## config.mk

```make
export PLATFORM = sky130hd
export DESIGN_NAME = accum_cpu
export DESIGN_NICKNAME = d
export VERILOG_FILES = /design/src/rtl/accum_cpu_pkg.sv /design/src/rtl/accum_cpu_ram.sv /design/src/rtl/accum_cpu.sv
export SDC_FILE = /design/constraint.sdc
export NUM_CORES = 2
export LEC_CHECK = 0
export BUFFER_PORTS_ARGS = -buffer_cell sky130_fd_sc_hd__buf_2
export CAP_MARGIN = 20
export CELL_PAD_IN_SITES_DETAIL_PLACEMENT = 2
export CELL_PAD_IN_SITES_GLOBAL_PLACEMENT = 2
export CORE_MARGIN = 5
export CORE_UTILIZATION = 42
export CTS_CLUSTER_DIAMETER = 60
export DETAILED_ROUTE_END_ITERATION = 10
export GPL_TIMING_DRIVEN = 0
export PLACE_DENSITY_LB_ADDON = 0.1
export SKIP_LAST_GASP = 1
export SYNTH_ARGS = -nofsm -noshare
export SYNTH_HDL_FRONTEND = slang
export SYNTH_SLANG_ARGS = --single-unit
```

## constraint.sdc

```tcl
create_clock -name clk -period 15.1 [get_ports clk]
set_clock_uncertainty 0.05 [all_clocks]
set_input_delay 1.51 -clock clk [delete_from_list [all_inputs] [get_ports clk]]
set_output_delay 1.51 -clock clk [all_outputs]
set_load 0.02 [all_outputs]
```

## src/rtl/accum_cpu_pkg.sv

```systemverilog
// Shared opcode values, FSM state encoding and opcode decode helpers for accum_cpu.
// Latency: none (declarations and pure functions only).
// Backpressure: not applicable.
package accum_cpu_pkg;

  localparam int OPC_W = 4;

  localparam logic [OPC_W-1:0] OP_NOP     = 4'h0;
  localparam logic [OPC_W-1:0] OP_LDA_IMM = 4'h1;
  localparam logic [OPC_W-1:0] OP_LDA_MEM = 4'h2;
  localparam logic [OPC_W-1:0] OP_STA_MEM = 4'h3;
  localparam logic [OPC_W-1:0] OP_ADD_IMM = 4'h4;
  localparam logic [OPC_W-1:0] OP_ADD_MEM = 4'h5;
  localparam logic [OPC_W-1:0] OP_SUB_IMM = 4'h6;
  localparam logic [OPC_W-1:0] OP_SUB_MEM = 4'h7;
  localparam logic [OPC_W-1:0] OP_JMP     = 4'h8;
  localparam logic [OPC_W-1:0] OP_JZ      = 4'h9;
  localparam logic [OPC_W-1:0] OP_JC      = 4'hA;
  localparam logic [OPC_W-1:0] OP_IN      = 4'hB;
  localparam logic [OPC_W-1:0] OP_OUT     = 4'hC;
  localparam logic [OPC_W-1:0] OP_HLT     = 4'hF;

  typedef enum logic [2:0] {
    ST_HALT,
    ST_FETCH,
    ST_OPND,
    ST_MEM,
    ST_EXEC
  } state_t;

  // Single-word instructions: NOP, HLT and the two illegal codes D/E.
  function automatic logic has_opnd(input logic [OPC_W-1:0] op);
    return !(op == OP_NOP || op == OP_HLT || op == 4'hD || op == 4'hE);
  endfunction

  // Instructions that need a data read from mem[operand] before EXEC.
  function automatic logic is_mem_rd(input logic [OPC_W-1:0] op);
    return (op == OP_LDA_MEM || op == OP_ADD_MEM || op == OP_SUB_MEM);
  endfunction

endpackage

```

## src/rtl/accum_cpu_ram.sv

```systemverilog
// Unified program/data memory, 2**ADDR_W x DATA_W, not cleared by reset.
// Latency: combinational read, write commits on the rising clock edge.
// Backpressure: none; a write is accepted every cycle we is high.
module accum_cpu_ram #(
  parameter int DATA_W = 8,
  parameter int ADDR_W = 8
) (
  input  logic              clk,
  input  logic              we,
  input  logic [ADDR_W-1:0] waddr,
  input  logic [DATA_W-1:0] wdata,
  input  logic [ADDR_W-1:0] raddr,
  output logic [DATA_W-1:0] rdata
);

  logic [DATA_W-1:0] mem [2**ADDR_W];

  // Synchronous write port.
  always_ff @(posedge clk) begin
    if (we) mem[waddr] <= wdata;
  end

  assign rdata = mem[raddr];

endmodule

```

## src/rtl/accum_cpu.sv

```systemverilog
// Multi-cycle accumulator CPU with carry/zero flags, multi-port IN/OUT and a halted program-load port.
// Latency: 2 cycles NOP/HLT/illegal, 3 cycles imm/jump/IN/OUT/STA, 4 cycles LDA/ADD/SUB from memory.
// Backpressure: none; io ports are sampled/strobed without handshake, prog port only honoured while halted.
module accum_cpu
  import accum_cpu_pkg::*;
#(
  parameter int DATA_W       = 8,
  parameter int ADDR_W       = 8,
  parameter int NUM_IO       = 2,
  parameter bit START_HALTED = 1'b0
) (
  input  logic                     clk,
  input  logic                     reset,
  input  logic                     run,
  input  logic                     prog_we,
  input  logic [ADDR_W-1:0]        prog_addr,
  input  logic [DATA_W-1:0]        prog_data,
  input  logic [NUM_IO*DATA_W-1:0] io_in,
  output logic [NUM_IO*DATA_W-1:0] io_out,
  output logic [NUM_IO-1:0]        io_out_valid,
  output logic                     halted,
  output logic [ADDR_W-1:0]        pc_dbg
);

  localparam state_t RST_STATE = START_HALTED ? ST_HALT : ST_FETCH;

  state_t            state;
  state_t            state_nxt;
  logic [ADDR_W-1:0] pc;
  logic [DATA_W-1:0] acc;
  logic [DATA_W-1:0] opnd;
  logic [DATA_W-1:0] mdat;
  logic [OPC_W-1:0]  ir;
  logic              z;
  logic              c;

  logic              ram_we;
  logic [ADDR_W-1:0] ram_waddr;
  logic [DATA_W-1:0] ram_wdata;
  logic [ADDR_W-1:0] ram_raddr;
  logic [DATA_W-1:0] ram_rdata;

  logic [ADDR_W-1:0] opnd_addr;
  logic [DATA_W-1:0] b_val;
  logic [DATA_W:0]   sum;
  logic [DATA_W:0]   dif;
  logic              in_ok;
  logic [DATA_W-1:0] in_val;

  assign opnd_addr = opnd[ADDR_W-1:0];
  assign halted    = (state == ST_HALT);
  assign pc_dbg    = pc;

  // Memory port muxing: the program port owns the write side while halted,
  // STA owns it in EXEC; the read side follows pc except during the MEM step.
  always_comb begin
    ram_we    = 1'b0;
    ram_waddr = prog_addr;
    ram_wdata = prog_data;
    if (state == ST_HALT && prog_we) begin
      ram_we = 1'b1;
    end else if (state == ST_EXEC && ir == OP_STA_MEM) begin
      ram_we    = 1'b1;
      ram_waddr = opnd_addr;
      ram_wdata = acc;
    end
    ram_raddr = (state == ST_MEM) ? opnd_addr : pc;
  end

  accum_cpu_ram #(
    .DATA_W (DATA_W),
    .ADDR_W (ADDR_W)
  ) u_ram (
    .clk   (clk),
    .we    (ram_we),
    .waddr (ram_waddr),
    .wdata (ram_wdata),
    .raddr (ram_raddr),
    .rdata (ram_rdata)
  );

  // ALU operands and results; borrow is the top bit of the widened difference.
  always_comb begin
    b_val  = is_mem_rd(ir) ? mdat : opnd;
    sum    = {1'b0, acc} + {1'b0, b_val};
    dif    = {1'b0, acc} - {1'b0, b_val};
    in_ok  = 1'b0;
    in_val = '0;
    for (int k = 0; k < NUM_IO; k++) begin
      if (opnd == DATA_W'(k)) begin
        in_ok  = 1'b1;
        in_val = io_in[k*DATA_W +: DATA_W];
      end
    end
  end

  // FSM state register.
  always_ff @(posedge clk or negedge reset) begin
    if (!reset) state <= RST_STATE;
    else        state <= state_nxt;
  end

  // Next-state decode: operand fetch only for two-word opcodes, MEM step only for memory reads.
  always_comb begin
    state_nxt = state;
    case (state)
      ST_HALT:  if (run) state_nxt = ST_FETCH;
      ST_FETCH: state_nxt = has_opnd(ram_rdata[OPC_W-1:0]) ? ST_OPND : ST_EXEC;
      ST_OPND:  state_nxt = is_mem_rd(ir) ? ST_MEM : ST_EXEC;
      ST_MEM:   state_nxt = ST_EXEC;
      ST_EXEC:  state_nxt = (ir == OP_HLT) ? ST_HALT : ST_FETCH;
      default:  state_nxt = RST_STATE;
    endcase
  end

  // Datapath: instruction/operand latching, then result commit in EXEC.
  always_ff @(posedge clk or negedge reset) begin
    if (!reset) begin
      pc           <= '0;
      acc          <= '0;
      opnd         <= '0;
      mdat         <= '0;
      ir           <= '0;
      z            <= 1'b0;
      c            <= 1'b0;
      io_out       <= '0;
      io_out_valid <= '0;
    end else begin
      io_out_valid <= '0;
      case (state)
        ST_FETCH: begin
          ir <= ram_rdata[OPC_W-1:0];
          pc <= pc + ADDR_W'(1);
        end
        ST_OPND: begin
          opnd <= ram_rdata;
          pc   <= pc + ADDR_W'(1);
        end
        ST_MEM: mdat <= ram_rdata;
        ST_EXEC: begin
          case (ir)
            OP_LDA_IMM, OP_LDA_MEM: begin
              acc <= b_val;
              z   <= (b_val == '0);
              c   <= 1'b0;
            end
            OP_ADD_IMM, OP_ADD_MEM: begin
              acc <= sum[DATA_W-1:0];
              z   <= (sum[DATA_W-1:0] == '0);
              c   <= sum[DATA_W];
            end
            OP_SUB_IMM, OP_SUB_MEM: begin
              acc <= dif[DATA_W-1:0];
              z   <= (dif[DATA_W-1:0] == '0);
              c   <= dif[DATA_W];
            end
            OP_JMP: pc <= opnd_addr;
            OP_JZ:  if (z) pc <= opnd_addr;
            OP_JC:  if (c) pc <= opnd_addr;
            OP_IN: begin
              if (in_ok) begin
                acc <= in_val;
                z   <= (in_val == '0);
                c   <= 1'b0;
              end
            end
            OP_OUT: begin
              for (int k = 0; k < NUM_IO; k++) begin
                if (opnd == DATA_W'(k)) begin
                  io_out[k*DATA_W +: DATA_W] <= acc;
                  io_out_valid[k]            <= 1'b1;
                end
              end
            end
            default: ;
          endcase
        end
        default: ;
      endcase
    end
  end

endmodule

```

==> impl_metrics.toml <==
[critical_path]
critPathCaptureType = "flip-flop"
critPathMostFrequentCell = "clkbuf_1"
path_cells = "clkbuf_1 > buf_1 > nand3_1 > clkbuf_1 > o22ai_1 > nor4_1 > o221ai_1 > a221oi_1 > a2111oi_2 > a32oi_1 > o2bb2ai_1 > o21a_1"
critPathTopFamily = "compound AO/OA/AOI/OAI gates"
crit_fanout = 10
worst-r2r-setup-slack_ps = 7650
path_buf_inv = 3
path_class = "reg -> reg"
cp_slowest_cell = "o221ai_1"
cp.required_ps = 15850
max_stage_delay_ps = 1040
start_kind = "flip-flop"
cp.arrival_ps = 8200

[synth]
yosysWarnings = 0
synth-main-ff-cell = "edfxtp_1"
synth.ff_latch_count = 2107
synth_top_area_cell = "edfxtp_1"
ys_seq_area_share_pct = 69.52
netlist_area_um2 = 90590
synth_top_area_share_pct = 67.88
synthArstFlopShare_pct = 2.800
avgSynthCellArea_um2 = 14.47
synth_nets = 6318
yosys-top-cells-area = "edfxtp_1, mux4_2, nand2_1"
synth_edf_count = 2048
synth_cell_type_count = 88
synthCells = 6261

[cts]
cts-resized-gates = 0
path_clk_slew_ps = 70
h-tree-depth = 4
cts_tree = "done"
clockBufferDepth = 3
cts_root_buffer = "clkbuf_16"
cts_setup_buffers = 0
cts_hold_buf = 0
numCtsBuffers = 229
clock_latency_ps = 910
clock_sinks = 2107

[routing]
drc = 0
drtIter0Drc = 10787
dr.pass1.iters = 6
vias = 68169
wl_per_cell_um = 46.79
wl_mm = 461.6
vias_per_cell = 6.909
final_antenna_net_count = 0

[run_status]
status = "finished clean"

[grt]
grt_pass1_wl_mm = 608.4
grt_max_degree = 93
grt_pass1_vias = 68838
grtUsageTotal_pct = 40.30
grt-ovfl-total = 0
antenna_found_initial = 39

[timing]
rsz0062_at_grt = "no"
slew_headroom_pct = 8.611
setup_violations = 0
period_share_pct = 49.37
worstMarginPinSlew_ps = 1371
finalWorstSetupSlack_ps = 7645
fin_crit_ps = 7455
hold_viol = 0
clock.fmax_ghz = 0.1341
drv_slew = 0

[hold_path]
hold_path_class = "reg -> reg"

[pwr]
share_comb_of_total_power_pct = 45.1
power.switching_uw = 10170
p_seq_share_pct = 29.6
ir_drop_mv = 0.1392
clkPwrFrac_pct = 25.3
p_sw_share_pct = 45.58
p_leak_uw = 0.03543
internal_power_uw = 12140
pwr_density_cell_nw_per_um2 = 211.4
power.total_uw = 22300

[floorplanning]
start_util_pct = 42.21
rows = 170
design.core.area_um2 = 214600
die_y_um = 474.4
io_pins = 63
dieArea_um2 = 225100
die_x_um = 474.4

[placed_design]
hpwl_mm = 335.3
gp_congestion = 1.105
dp.cells = 9383
post-place-ws_ps = 8193
portBuffers = 62

[cells_and_area]
area_delta_synth_final_pct = 16.44
nFillCells = 19962
fin_cells = 9866
nets = 6870
drive_gt1_share_pct = 18.68
final_util_pct = 49.15

[flow_run]
drv_cap = 0
-- state kept, by name, indices dropped and copies added, names as in the netlist --
signal / count
u_ram.mem: 2048
opnd: 8
acc: 8
mdat: 8
ir: 4
c: 1
state: 3
z: 1
io_out: 16
pc_dbg: 8
io_out_valid: 2
-- worst paths after layout --
kind,start,end,cells past startpoint
hold / removal,io_out[12]$_DFFE_PN0P_,io_out[12]$_DFFE_PN0P_,2
setup / recovery,pc_dbg[2]$_DFFE_PN0P_,state[2]$_DFFE_PN0P_,12
hold reg to reg,io_out[12]$_DFFE_PN0P_,io_out[12]$_DFFE_PN0P_,2
setup reg to reg,pc_dbg[2]$_DFFE_PN0P_,state[2]$_DFFE_PN0P_,12
max in group asynchronous,reset,io_out[1]$_DFFE_PN0P_,1
min in group asynchronous,reset,io_out[14]$_DFFE_PN0P_,1
-- kinds of logic after synthesis --
kind of cell | Yosys count | share of synthesized area (%)
AOI/OAI and AO/OA | 1020 | 8.383
adders and majority gates | 21 | 0.3066
buffers and inverters | 643 | 3.469
DFF | 2107 | 69.52
and+or+nand+nor | 1971 | 9.236
xor gates and xnor gates | 13 | 0.1257
muxes | 486 | 8.963
-- cell usage after synthesis (all sizes together) (5+ instances only) --
cell type / n
edfxtp: 2048
nand2: 1144
a211oi: 327
buf: 326
nor2: 308
nand3: 303
mux4: 256
mux2i: 206
inv: 175
clkbuf: 142
a311oi: 141
a31oi: 87
o22ai: 87
a21oi: 80
a32oi: 71
dfrtp: 58
o21ai: 56
nor3: 44
nor4: 37
nand4: 32
and3: 31
o211ai: 28
a2111oi: 26
mux2: 24
a22oi: 22
ha: 19
nor2b: 15
nand2b: 14
a221oi: 13
a32o: 13
nand3b: 12
o21bai: 12
xnor2: 11
o221ai: 9
nor3b: 7
a22o: 6
a41oi: 5
o31ai: 5
or3: 5
-- per-layer routing --
layer  vias to the layer above  routed length, um  track usage [%]
li1                      25485                  -                -
met1                     36012             164000            49.83
met2                      5275             201900            59.93
met3                      1391              57750            13.72
met4                         6              37830            27.39
met5                         -                 52           0.1082
-- area by class of cell --
| type | instances | area (um2) | area share (%) |
|---|---|---|---|
| Multi-Input combinational cell | 3511 | 24710 | 23.42 |
| Sequential cell | 2107 | 62980 | 59.70 |
| Timing Repair Buffer | 321 | 3740 | 3.545 |
| Antenna cell | 25 | 62.56 | 0.05931 |
| Clock inverter | 151 | 1303 | 1.235 |
| Buffer | 468 | 2490 | 2.360 |
| Tap cell | 2838 | 3551 | 3.366 |
| Inverter | 175 | 656.9 | 0.6227 |
| Clock buffer | 270 | 6000 | 5.687 |
-- power groups by stage --
stage	Clock (uW)	Sequential (uW)	Combinational, uW
floorplan	0	6730	4600
global placement	0	6830	9170
detailed placement	0	6720	9500
CTS	5630	6590	9570
global route	5900	6600	9980
finish	5640	6600	10100
-- worst min-delay path, stage by stage, from the launching register on --
cell,delay (ps)
dfrtp_1,340
nand2_1,50
nand2_1,60
-- through the flow --
stage               TNS [ps]  area [um2]  hold WS, ps
floorplan                  0       90590        399.6
global placement    -5914810       94450        405.7
detailed placement         0       97730        420.8
CTS                        0      105000        436.3
global route               0      105400        461.9
finish                     0      105500        431.9
-- layout by cell type (no fill, tap or decap), types with 34 or more instances in the layout --
cell type / instances
nor2_1: 261
buf_1: 36
mux4_2: 256
clkinv_2: 44
clkbuf_1: 173
clkinv_1: 66
dfrtp_1: 58
a311oi_1: 141
o21ai_0: 41
a21oi_1: 78
nor2_2: 47
nor3_1: 40
inv_1: 174
nand3_1: 303
mux2i_1: 201
nand2_1: 1137
nor4_1: 34
buf_4: 83
buf_2: 264
o22ai_1: 86
a211oi_1: 325
clkbuf_16: 233
a32oi_1: 71
buf_6: 184
buf_8: 45
edfxtp_1: 2048
a31oi_1: 87
(Power assumes the default switching activity.)
